[config.mk]
export PLATFORM = sky130hd
export DESIGN_NAME = cdc_rx_deframer_flat
export DESIGN_NICKNAME = d
export VERILOG_FILES = /design/src/rtl/cdc_rx_deframer_if.sv /design/src/rtl/cdc_rx_deframer.sv /design/src/flat_wrapper.sv
export SDC_FILE = /design/constraint.sdc
export NUM_CORES = 1
export LEC_CHECK = 0
export BUFFER_PORTS_ARGS = -buffer_cell sky130_fd_sc_hd__buf_2
export CORE_ASPECT_RATIO = 1.2
export CORE_MARGIN = 2
export CORE_UTILIZATION = 35
export DETAILED_ROUTE_END_ITERATION = 10
export PLACE_DENSITY = 0.58
export SKIP_CTS_REPAIR_TIMING = 1
export SLEW_MARGIN = 10
export SYNTH_ARGS = -nofsm -noshare
export SYNTH_HDL_FRONTEND = slang
export SYNTH_SLANG_ARGS = --single-unit
export TNS_END_PERCENT = 100
[constraint.sdc]
create_clock -name clk_DB -period 4.2 [get_ports clk_DB]
set_input_delay 0.42 -clock clk_DB [delete_from_list [all_inputs] [get_ports clk_DB]]
set_output_delay 0.42 -clock clk_DB [all_outputs]
set_load 0.01 [all_outputs]
[src/rtl/cdc_rx_deframer_if.sv]
// cdc_rx_deframer_if
//   Bundles the two streams around the deframer: the FIFO peek side
//   (InValid_DB / InData_DB / InDeq_DB) and the narrowed chunk stream
//   (OutValid_DB / OutReady_DB / OutData_DB / OutFirst_DB / OutLast_DB).
//   master : the deframer (consumes FIFO words, produces chunks)
//   slave  : the environment (FIFO plus downstream sink)
//   DataWidth / OutWidth must match the parameters of the deframer instance.
interface cdc_rx_deframer_if #(
  parameter int DataWidth = 32,
  parameter int OutWidth  = 8
);
  logic                 InValid_DB;
  logic [DataWidth-1:0] InData_DB;
  logic                 InDeq_DB;
  logic                 OutValid_DB;
  logic                 OutReady_DB;
  logic [OutWidth-1:0]  OutData_DB;
  logic                 OutFirst_DB;
  logic                 OutLast_DB;

  modport master (
    input  InValid_DB, InData_DB, OutReady_DB,
    output InDeq_DB, OutValid_DB, OutData_DB, OutFirst_DB, OutLast_DB
  );

  modport slave (
    output InValid_DB, InData_DB, OutReady_DB,
    input  InDeq_DB, OutValid_DB, OutData_DB, OutFirst_DB, OutLast_DB
  );
endinterface

[src/rtl/cdc_rx_deframer.sv]
// cdc_rx_deframer
//   Receiver-domain consumer of the CDC FIFO peek interface. Hunts for a header
//   word (magic in the upper bits, payload length in the lower LenWidth bits),
//   then splits each payload word into Ratio = DataWidth/OutWidth chunks, LSB
//   first, on a valid/ready stream with First/Last markers. Headers with a bad
//   magic or an oversize length are consumed and counted, so the receiver
//   resynchronises on its own.
// Ports
//   clk_DB          receiver-domain clock
//   rst_n           synchronous reset, active low
//   bus (master)    FIFO peek (InValid/InData/InDeq) and chunk stream
//                   (OutValid/OutReady/OutData/OutFirst/OutLast)
//   EmptyFrame_DB   one-cycle pulse after a valid header with length 0
//   FrameCount_DB   completed frames, wraps
//   BadHdrCount_DB  rejected headers, saturates at 16'hFFFF
module cdc_rx_deframer #(
  parameter int                            DataWidth   = 32,
  parameter int                            OutWidth    = 8,
  parameter int                            LenWidth    = 16,
  parameter logic [DataWidth-LenWidth-1:0] HeaderMagic = 16'hA5A5,
  parameter int                            MaxLen      = 1024
) (
  input  logic                   clk_DB,
  input  logic                   rst_n,
  cdc_rx_deframer_if.master      bus,
  output logic                   EmptyFrame_DB,
  output logic [15:0]            FrameCount_DB,
  output logic [15:0]            BadHdrCount_DB
);

  localparam int Ratio = DataWidth / OutWidth;
  localparam int CIW   = (Ratio > 1) ? $clog2(Ratio) : 1;
  localparam logic [CIW-1:0] LastIdx = CIW'(Ratio - 1);

  typedef enum logic [1:0] {HDR, LOAD, EMIT} state_t;

  state_t                state, stateNext;
  logic [DataWidth-1:0]  wordBuf, wordBufNext;
  logic [CIW-1:0]        chunkIdx, chunkIdxNext;
  logic [LenWidth-1:0]   remaining, remainingNext;
  logic                  firstFlag, firstFlagNext;
  logic                  emptyFrame, emptyFrameNext;
  logic [15:0]           frameCount, frameCountNext;
  logic [15:0]           badHdrCount, badHdrCountNext;

  logic [DataWidth-LenWidth-1:0] hdrMagic;
  logic [LenWidth-1:0]           hdrLen;
  logic [OutWidth-1:0]           chunkData;
  logic                          inDeq, outValid, outFirst, outLast;
  logic [OutWidth-1:0]           outData;

  assign hdrMagic = bus.InData_DB[DataWidth-1:LenWidth];
  assign hdrLen   = bus.InData_DB[LenWidth-1:0];

  // Chunk mux over the buffered word; a constant-index loop keeps the part
  // select widths exact.
  always_comb begin
    chunkData = '0;
    for (int i = 0; i < Ratio; i++) begin
      if (chunkIdx == i[CIW-1:0]) chunkData = wordBuf[i*OutWidth +: OutWidth];
    end
  end

  always_comb begin
    stateNext       = state;
    wordBufNext     = wordBuf;
    chunkIdxNext    = chunkIdx;
    remainingNext   = remaining;
    firstFlagNext   = firstFlag;
    emptyFrameNext  = 1'b0;
    frameCountNext  = frameCount;
    badHdrCountNext = badHdrCount;
    inDeq           = 1'b0;
    outValid        = 1'b0;
    outData         = '0;
    outFirst        = 1'b0;
    outLast         = 1'b0;

    case (state)
      HDR: begin
        if (bus.InValid_DB) begin
          inDeq = 1'b1;
          if (hdrMagic == HeaderMagic && hdrLen != '0 &&
              hdrLen <= LenWidth'(MaxLen)) begin
            remainingNext = hdrLen;
            firstFlagNext = 1'b1;
            stateNext     = LOAD;
          end else if (hdrMagic == HeaderMagic && hdrLen == '0) begin
            emptyFrameNext = 1'b1;
          end else if (badHdrCount != 16'hFFFF) begin
            badHdrCountNext = badHdrCount + 16'd1;
          end
        end
      end

      LOAD: begin
        if (bus.InValid_DB) begin
          inDeq         = 1'b1;
          wordBufNext   = bus.InData_DB;
          chunkIdxNext  = '0;
          remainingNext = remaining - LenWidth'(1);
          stateNext     = EMIT;
        end
      end

      EMIT: begin
        outValid = 1'b1;
        outData  = chunkData;
        outFirst = firstFlag && (chunkIdx == '0);
        outLast  = (remaining == '0) && (chunkIdx == LastIdx);
        if (bus.OutReady_DB) begin
          firstFlagNext = 1'b0;
          if (chunkIdx != LastIdx) begin
            chunkIdxNext = chunkIdx + CIW'(1);
          end else if (remaining == '0) begin
            frameCountNext = frameCount + 16'd1;
            stateNext      = HDR;
          end else if (bus.InValid_DB) begin
            // Reload on the last chunk's transfer so words stream back to back.
            inDeq         = 1'b1;
            wordBufNext   = bus.InData_DB;
            chunkIdxNext  = '0;
            remainingNext = remaining - LenWidth'(1);
          end else begin
            stateNext = LOAD;
          end
        end
      end

      default: stateNext = HDR;
    endcase
  end

  always_ff @(posedge clk_DB) begin
    if (!rst_n) begin
      state       <= HDR;
      wordBuf     <= '0;
      chunkIdx    <= '0;
      remaining   <= '0;
      firstFlag   <= 1'b0;
      emptyFrame  <= 1'b0;
      frameCount  <= '0;
      badHdrCount <= '0;
    end else begin
      state       <= stateNext;
      wordBuf     <= wordBufNext;
      chunkIdx    <= chunkIdxNext;
      remaining   <= remainingNext;
      firstFlag   <= firstFlagNext;
      emptyFrame  <= emptyFrameNext;
      frameCount  <= frameCountNext;
      badHdrCount <= badHdrCountNext;
    end
  end

  assign bus.InDeq_DB    = inDeq;
  assign bus.OutValid_DB = outValid;
  assign bus.OutData_DB  = outData;
  assign bus.OutFirst_DB = outFirst;
  assign bus.OutLast_DB  = outLast;
  assign EmptyFrame_DB   = emptyFrame;
  assign FrameCount_DB   = frameCount;
  assign BadHdrCount_DB  = badHdrCount;

endmodule

[src/flat_wrapper.sv]
// flat-port wrapper written by rule: the top's interface ports become plain ports
module cdc_rx_deframer_flat 
#(
  parameter int                            DataWidth   = 32,
  parameter int                            OutWidth    = 8,
  parameter int                            LenWidth    = 16,
  parameter logic [DataWidth-LenWidth-1:0] HeaderMagic = 16'hA5A5,
  parameter int                            MaxLen      = 1024
)
  (clk_DB, rst_n, EmptyFrame_DB, FrameCount_DB, BadHdrCount_DB, bus_InValid_DB, bus_InData_DB, bus_OutReady_DB, bus_InDeq_DB, bus_OutValid_DB, bus_OutData_DB, bus_OutFirst_DB, bus_OutLast_DB);
  cdc_rx_deframer_if #(.DataWidth(DataWidth), .OutWidth(OutWidth)) bus_i ();
  input  logic clk_DB;
  input  logic rst_n;
  output logic EmptyFrame_DB;
  output logic [15:0] FrameCount_DB;
  output logic [15:0] BadHdrCount_DB;
  input wire logic [$bits(bus_i.InValid_DB)-1:0] bus_InValid_DB;
  input wire logic [$bits(bus_i.InData_DB)-1:0] bus_InData_DB;
  input wire logic [$bits(bus_i.OutReady_DB)-1:0] bus_OutReady_DB;
  output wire logic [$bits(bus_i.InDeq_DB)-1:0] bus_InDeq_DB;
  output wire logic [$bits(bus_i.OutValid_DB)-1:0] bus_OutValid_DB;
  output wire logic [$bits(bus_i.OutData_DB)-1:0] bus_OutData_DB;
  output wire logic [$bits(bus_i.OutFirst_DB)-1:0] bus_OutFirst_DB;
  output wire logic [$bits(bus_i.OutLast_DB)-1:0] bus_OutLast_DB;
  assign bus_i.InValid_DB = bus_InValid_DB;
  assign bus_i.InData_DB = bus_InData_DB;
  assign bus_i.OutReady_DB = bus_OutReady_DB;
  assign bus_InDeq_DB = bus_i.InDeq_DB;
  assign bus_OutValid_DB = bus_i.OutValid_DB;
  assign bus_OutData_DB = bus_i.OutData_DB;
  assign bus_OutFirst_DB = bus_i.OutFirst_DB;
  assign bus_OutLast_DB = bus_i.OutLast_DB;
  cdc_rx_deframer #(.DataWidth(DataWidth), .OutWidth(OutWidth), .LenWidth(LenWidth), .HeaderMagic(HeaderMagic), .MaxLen(MaxLen)) u_core (.clk_DB(clk_DB), .rst_n(rst_n), .bus(bus_i), .EmptyFrame_DB(EmptyFrame_DB), .FrameCount_DB(FrameCount_DB), .BadHdrCount_DB(BadHdrCount_DB));
endmodule
Word-level counts from Yosys, hierarchy flattened
Cells that the tools add are included.
{"block": "word_totals", "register_bits": 86, "input_bits": 36, "wordCells": 100}
{"block": "op_classes", "n_addsub": 4, "magnitude_cmp": 1, "eq_ne": 16, "muxes": 43, "bitwise_logic": 6, "reduce_logical": 22}
{"cell": "two-way mux 32 bit", "count": 4}
{"cell": "two-way mux 16 bit", "count": 6}
{"cell": "case mux 32 bit (2 select lines)", "count": 1}
{"cell": "case mux 16 bit (3 select lines)", "count": 1}
{"cell": "two-way mux 8 bit", "count": 5}
{"cell": "adder 16 x 1 -> 16 bit, second input constant", "count": 2}
{"cell": "logical NOT 16 bit", "count": 2}
{"cell": "two-way mux 2 bit", "count": 11}
{"cell": "== test 16 bit, second input constant", "count": 1}
{"cell": "less-or-equal comparator 16 x 11 -> 1 bit, second input constant", "count": 1}
{"cell": "inequality test 16 bit, second input constant", "count": 1}
{"cell": "nonzero test 16 bit", "count": 1}
{"cell": "subtractor 16 x 1 -> 16 bit, second input constant", "count": 1}
{"cell": "inequality test 2 bit, second input constant", "count": 6}
{"cell": "AND reduction 4 bit", "count": 3}
{"cell": "AND reduction 6 bit", "count": 2}
{"cell": "two-way mux 1 bit", "count": 11}
{"cell": "== test 2 bit, second input constant", "count": 3}
{"cell": "NOT 1 bit", "count": 6}
{"cell": "case mux 2 bit (3 select lines)", "count": 1}
{"cell": "logical AND 1 bit", "count": 5}
{"cell": "AND reduction 5 bit", "count": 1}
{"cell": "== test 2 x 1 -> 1 bit, second input constant", "count": 2}
{"cell": "logical NOT 2 bit", "count": 2}
{"cell": "other kinds (11)", "count": 13}

Logic depth before layout (Yosys ltp)
{"block": "depth", "ltp_word": 6, "depth_mapped": 10}

Worst setup path after synthesis
Ideal clock, no wire load.
{"block": "synth_timing", "kind": "in2reg", "startpoint": "input port bus_InData_DB[6]", "endpoint": "register u_core.remaining[4]", "setup_time_ps": 116, "arrival_time_ps": 2324, "required_ps": 4084, "path_slack_ps": 1760, "cell_stages": 6, "n_path_buf": 1, "cell_sequence": "or4_4 -> o31a_1 -> o41ai_4 -> buf_2 -> a31oi_1 -> a31o_2"}
{"block": "synth_between", "elab_chain_len": 5, "elab_cells_between_ends": 6}
{"element": "start, declared", "line_no": "flat_wrapper.sv:18", "rtl": "input wire logic [$bits(bus_i.InData_DB)-1:0] bus_InData_DB;"}
{"element": "branches (longest 2 deep; another with less-or-equal comparator 16 x 11 -> 1 bit)"}
{"element": "logical AND 1 bit *", "line_no": "cdc_rx_deframer.sv:83", "rtl": "if (hdrMagic == HeaderMagic && hdrLen != '0 &&"}
{"element": "inequality test 2 x 1 -> 1 bit (no line) *"}
{"element": "AND reduction 6 bit (no line) *"}
{"element": "end signal, assigned", "line_no": "cdc_rx_deframer.sv:148", "rtl": "remaining <= remainingNext;"}
{"element": "end, declared", "line_no": "cdc_rx_deframer.sv:40", "rtl": "logic [LenWidth-1:0] remaining, remainingNext;"}
Every way passes the cells marked *.
A chain may end at the register's enable or synchronous reset.

Final worst setup path
{"block": "layout_timing", "startpoint": "register u_core.state[0]", "endpoint": "register u_core.remaining[0]"}
{"block": "layout_between", "elab_chain_len": 3, "elab_cells_between_ends": 11}
{"element": "start, declared", "line_no": "cdc_rx_deframer.sv:37", "rtl": "state_t state, stateNext;"}
{"element": "start signal, assigned", "line_no": "cdc_rx_deframer.sv:145", "rtl": "state <= stateNext;"}
{"element": "== test 2 bit (tied with other cells)", "line_no": "cdc_rx_deframer.sv:79", "rtl": "case (state)"}
{"element": "inequality test 2 bit (no line) (tied with other cells)"}
{"element": "AND reduction 6 bit (no line)"}
Several ways; a longest one is shown, not always the timed one.

==> metrics.txt <==
VDD IR max approximately 240 uV; DR iter-0 viols 383; CTS Root Cell clkbuf_16; critical path cell sequence inv_1 -> ha_1 -> a221oi_1 -> o31a_1 -> and2_1 -> a41o_1; Routed WL approximately 14000 um; Worst EP required 4480 ps; synthesized-area fraction occupied by and/or/nand/nor cells 0.2771; Mapped Area between 4000 and 5000 sq um; clock slew at reported path FFs around 60 ps; slowest stage cell, crit path and2_1; Switch Pwr approximately 0.39 mW; DRT Pass-1 Iters 7; FF+latch area approximately 1700 sq um; Max-Slew Margin vs Limit 0.2384; Seq/Total Area, Yosys 0.3547; Hold Crit Endpoint u_core.wordBuf[21]$_SDFFE_PN0P_; Worst Setup End Kind register; Worst Skew between 7 and 8 ps; Placement Cell Area about 5300 sq um; Final setup viols 0; TritonCTS clock tree done; number of library cell types mapped by synthesis 57; vias 4732; clock period minus worst slack between 3000 and 4000 ps; fill count about 1400; result of the run complete, no violations; Final nets 705; Hold Crit Class in -> reg; GRT Total Usage 0.1817; syn nets about 660; number of synthesized flops with an enable pin 0; H-tree depth 3; Net Sw Frac 0.2134; Worst-Margin Slew approximately 1100 ps; reg-to-reg endpoint u_core.remaining[0]$_SDFFE_PN0P_; CTS Buffer Depth 2; core box area 13700 sq um; Synth Area per Inst roughly 8.0 sq um; Hold Startpoint bus_InData_DB[21]; Setup crit start kind register; Final Core Density 0.4141; routed vias/inst 5.674; Pint 1.449 mW; clock sinks between 80 and 90; vias in the first global route 4394; TritonCTS Buffers 9; Final Hold Fails 0; crit path DAT around 3300 ps; Synth Area in Compound Gates 0.2001; number of max-cap violations 0; design area 5674 sq um; detailed-route DRC error count 0; Crit Path Category reg -> reg; Worst Reg-to-Reg Cells 6; largest family of logic cells by synthesized area simple AND/OR/NAND/NOR gates; FMAX 327.0 MHz; share of layout cells above drive strength 1 0.1765; Skew-Pair Late Insertion Delay ~340 ps; final setup TNS 0 ps; asr flop ratio synth 0; ant diodes 0; slowest cell delay on critical path 650 ps; Synth Area in Adders 0.02836; RSZ-0062 raised after global routing no; leakage approximately 2.2 nW; WL per Instance 16.20 um; die height roughly 130 um; post-synthesis mux area share 0.08327; Hold Slack 333.7 ps; PD cells between 300 and 400 nW/um^2; Clock Power Share 0.507; CP top delay family compound AO/OA/AOI/OAI gates; DIE AREA ~15000 sq um; total gr overflow 0; Final Max Slew Viols 0; Multi-input gate area 2898 sq um; placed wire-length estimate 9603 um; worst path bufs/invs 1; largest net degree at the start of global routing between 60 and 70; #FFs+latches synth 86; CP Max Fanout 26; I/O Pins 81; global-route wire length before repair 21970 um; Syn Inst Count approximately 610; period utilization 0.7280; Rows between 40 and 50; Post-DRT Antenna Nets 0; XOR/XNOR share of the synthesized area 0.007218; r2r startpoint u_core.state[0]$_SDFFE_PN0P_; Reg2Reg Setup Slack approximately 1100 ps; Area Overhead vs Synth 16.91%; Die Width 111.5 um; WHS Path Cells 3; RePlAce Congestion 0.8476; Yosys warnings 0; Flop pwr share 0.445; Main synth FF type dfxtp_1; initial antenna violation count 0; port bufs 80; Initial Util 0.3542; combinational fraction of design power 0.048
tightest hold or removal path, delay by kind of cell:
kind	cells	cell delay (ps)
multiplexers	1	50
buffers and inverters	1	100
AND/OR/NAND/NOR	1	50
cells in the final DEF, fill, tap and decap left out, drive strengths merged, types with 2 or more instances in the layout:
cell type / n
nor3b: 2
or3b: 2
inv: 14
nand3: 16
or3: 13
and4: 5
nand3b: 8
a31o: 12
nand2b: 5
o41ai: 6
xor2: 3
and3: 10
a31oi: 13
and2: 12
nor3: 8
nand2: 125
dfxtp: 86
o31a: 2
or2: 2
a311oi: 2
a21oi: 48
nor4: 8
a32o: 4
mux2i: 37
buf: 85
bufinv: 3
o31ai: 22
or4: 21
ha: 11
o211ai: 2
o21ai: 22
a211oi: 2
nor2: 11
mux2: 3
nand4: 11
clkbuf: 10
worst max-delay path by stage:
| stage | startpoint | to | depth (start not counted) |
|---|---|---|---|
| floorplan | bus_InData_DB[6] | u_core.remaining[4]$_SDFFE_PN0P_ | 6 |
| global route | u_core.state[0]$_SDFFE_PN0P_ | u_core.remaining[0]$_SDFFE_PN0P_ | 6 |
| detailed placement | u_core.state[0]$_SDFFE_PN0P_ | u_core.remaining[0]$_SDFFE_PN0P_ | 6 |
| CTS | u_core.state[0]$_SDFFE_PN0P_ | u_core.remaining[0]$_SDFFE_PN0P_ | 6 |
| global placement | bus_InData_DB[6] | u_core.remaining[1]$_SDFFE_PN0P_ | 7 |
| finish | u_core.state[0]$_SDFFE_PN0P_ | u_core.remaining[0]$_SDFFE_PN0P_ | 6 |
layout make-up:
class | instances | area share
repair buffers | 85 | 0.07718
well taps | 171 | 0.03771
clock inverters | 6 | 0.02029
flip-flops and latches | 86 | 0.3034
clock buffers | 10 | 0.04212
multi-input cells | 463 | 0.5107
inverters | 13 | 0.008600
layer usage:
layer  track usage  share of wire  up-vias
li1              -              -     2336
met1        0.2308           0.45     2266
met2        0.3062           0.50      116
met3       0.04031          0.038       14
met4       0.06036          0.016        0
met5             0              0        -
cells by family after synthesis:
logic type,count (synthesis)
compound gates,145
fa+ha+maj,11
xor+xnor,4
simple gates,263
flops,86
buf+inv,59
mux,40
power by group through the flow:
stage          registers, mW  logic (mW)  clock network [mW]
3_5_place_dp           0.838      0.0883                   0
2_1_floorplan          0.838      0.0465                   0
4_1_cts                0.819      0.0884               0.968
5_1_grt                0.819      0.0969                1.00
6_report               0.819      0.0879               0.934
3_3_place_gp           0.837      0.0864                   0
cell usage after synthesis (all sizes together), types with 13 or more instances:
master | n | area share
nand2 | 125 | 0.097
dfxtp | 86 | 0.35
a21oi | 48 | 0.049
clkbuf | 37 | 0.029
mux2i | 37 | 0.076
o21ai | 22 | 0.023
o31ai | 22 | 0.034
or4 | 21 | 0.033
nand3 | 16 | 0.016
a31oi | 13 | 0.017
or3 | 13 | 0.017
metrics by stage:
stage	power [mW]	std cells	worst slack, ps
after floorplan	0.8841	608	1760
after global placement	0.9238	818	1277
after detailed placement	0.9260	818	1177
after CTS	1.875	834	1173
after global routing	1.916	834	931.5
final	1.841	834	1142
flip-flops by register name (all words and copies together), names as in the netlist:
register               cells
u_core.remaining          16
u_core.wordBuf            32
u_core.BadHdrCount_DB     16
u_core.FrameCount_DB      16
u_core.EmptyFrame_DB       1
u_core.chunkIdx            2
u_core.state               2
u_core.firstFlag           1
No activity file was read; power rests on OpenSTA's default activity.
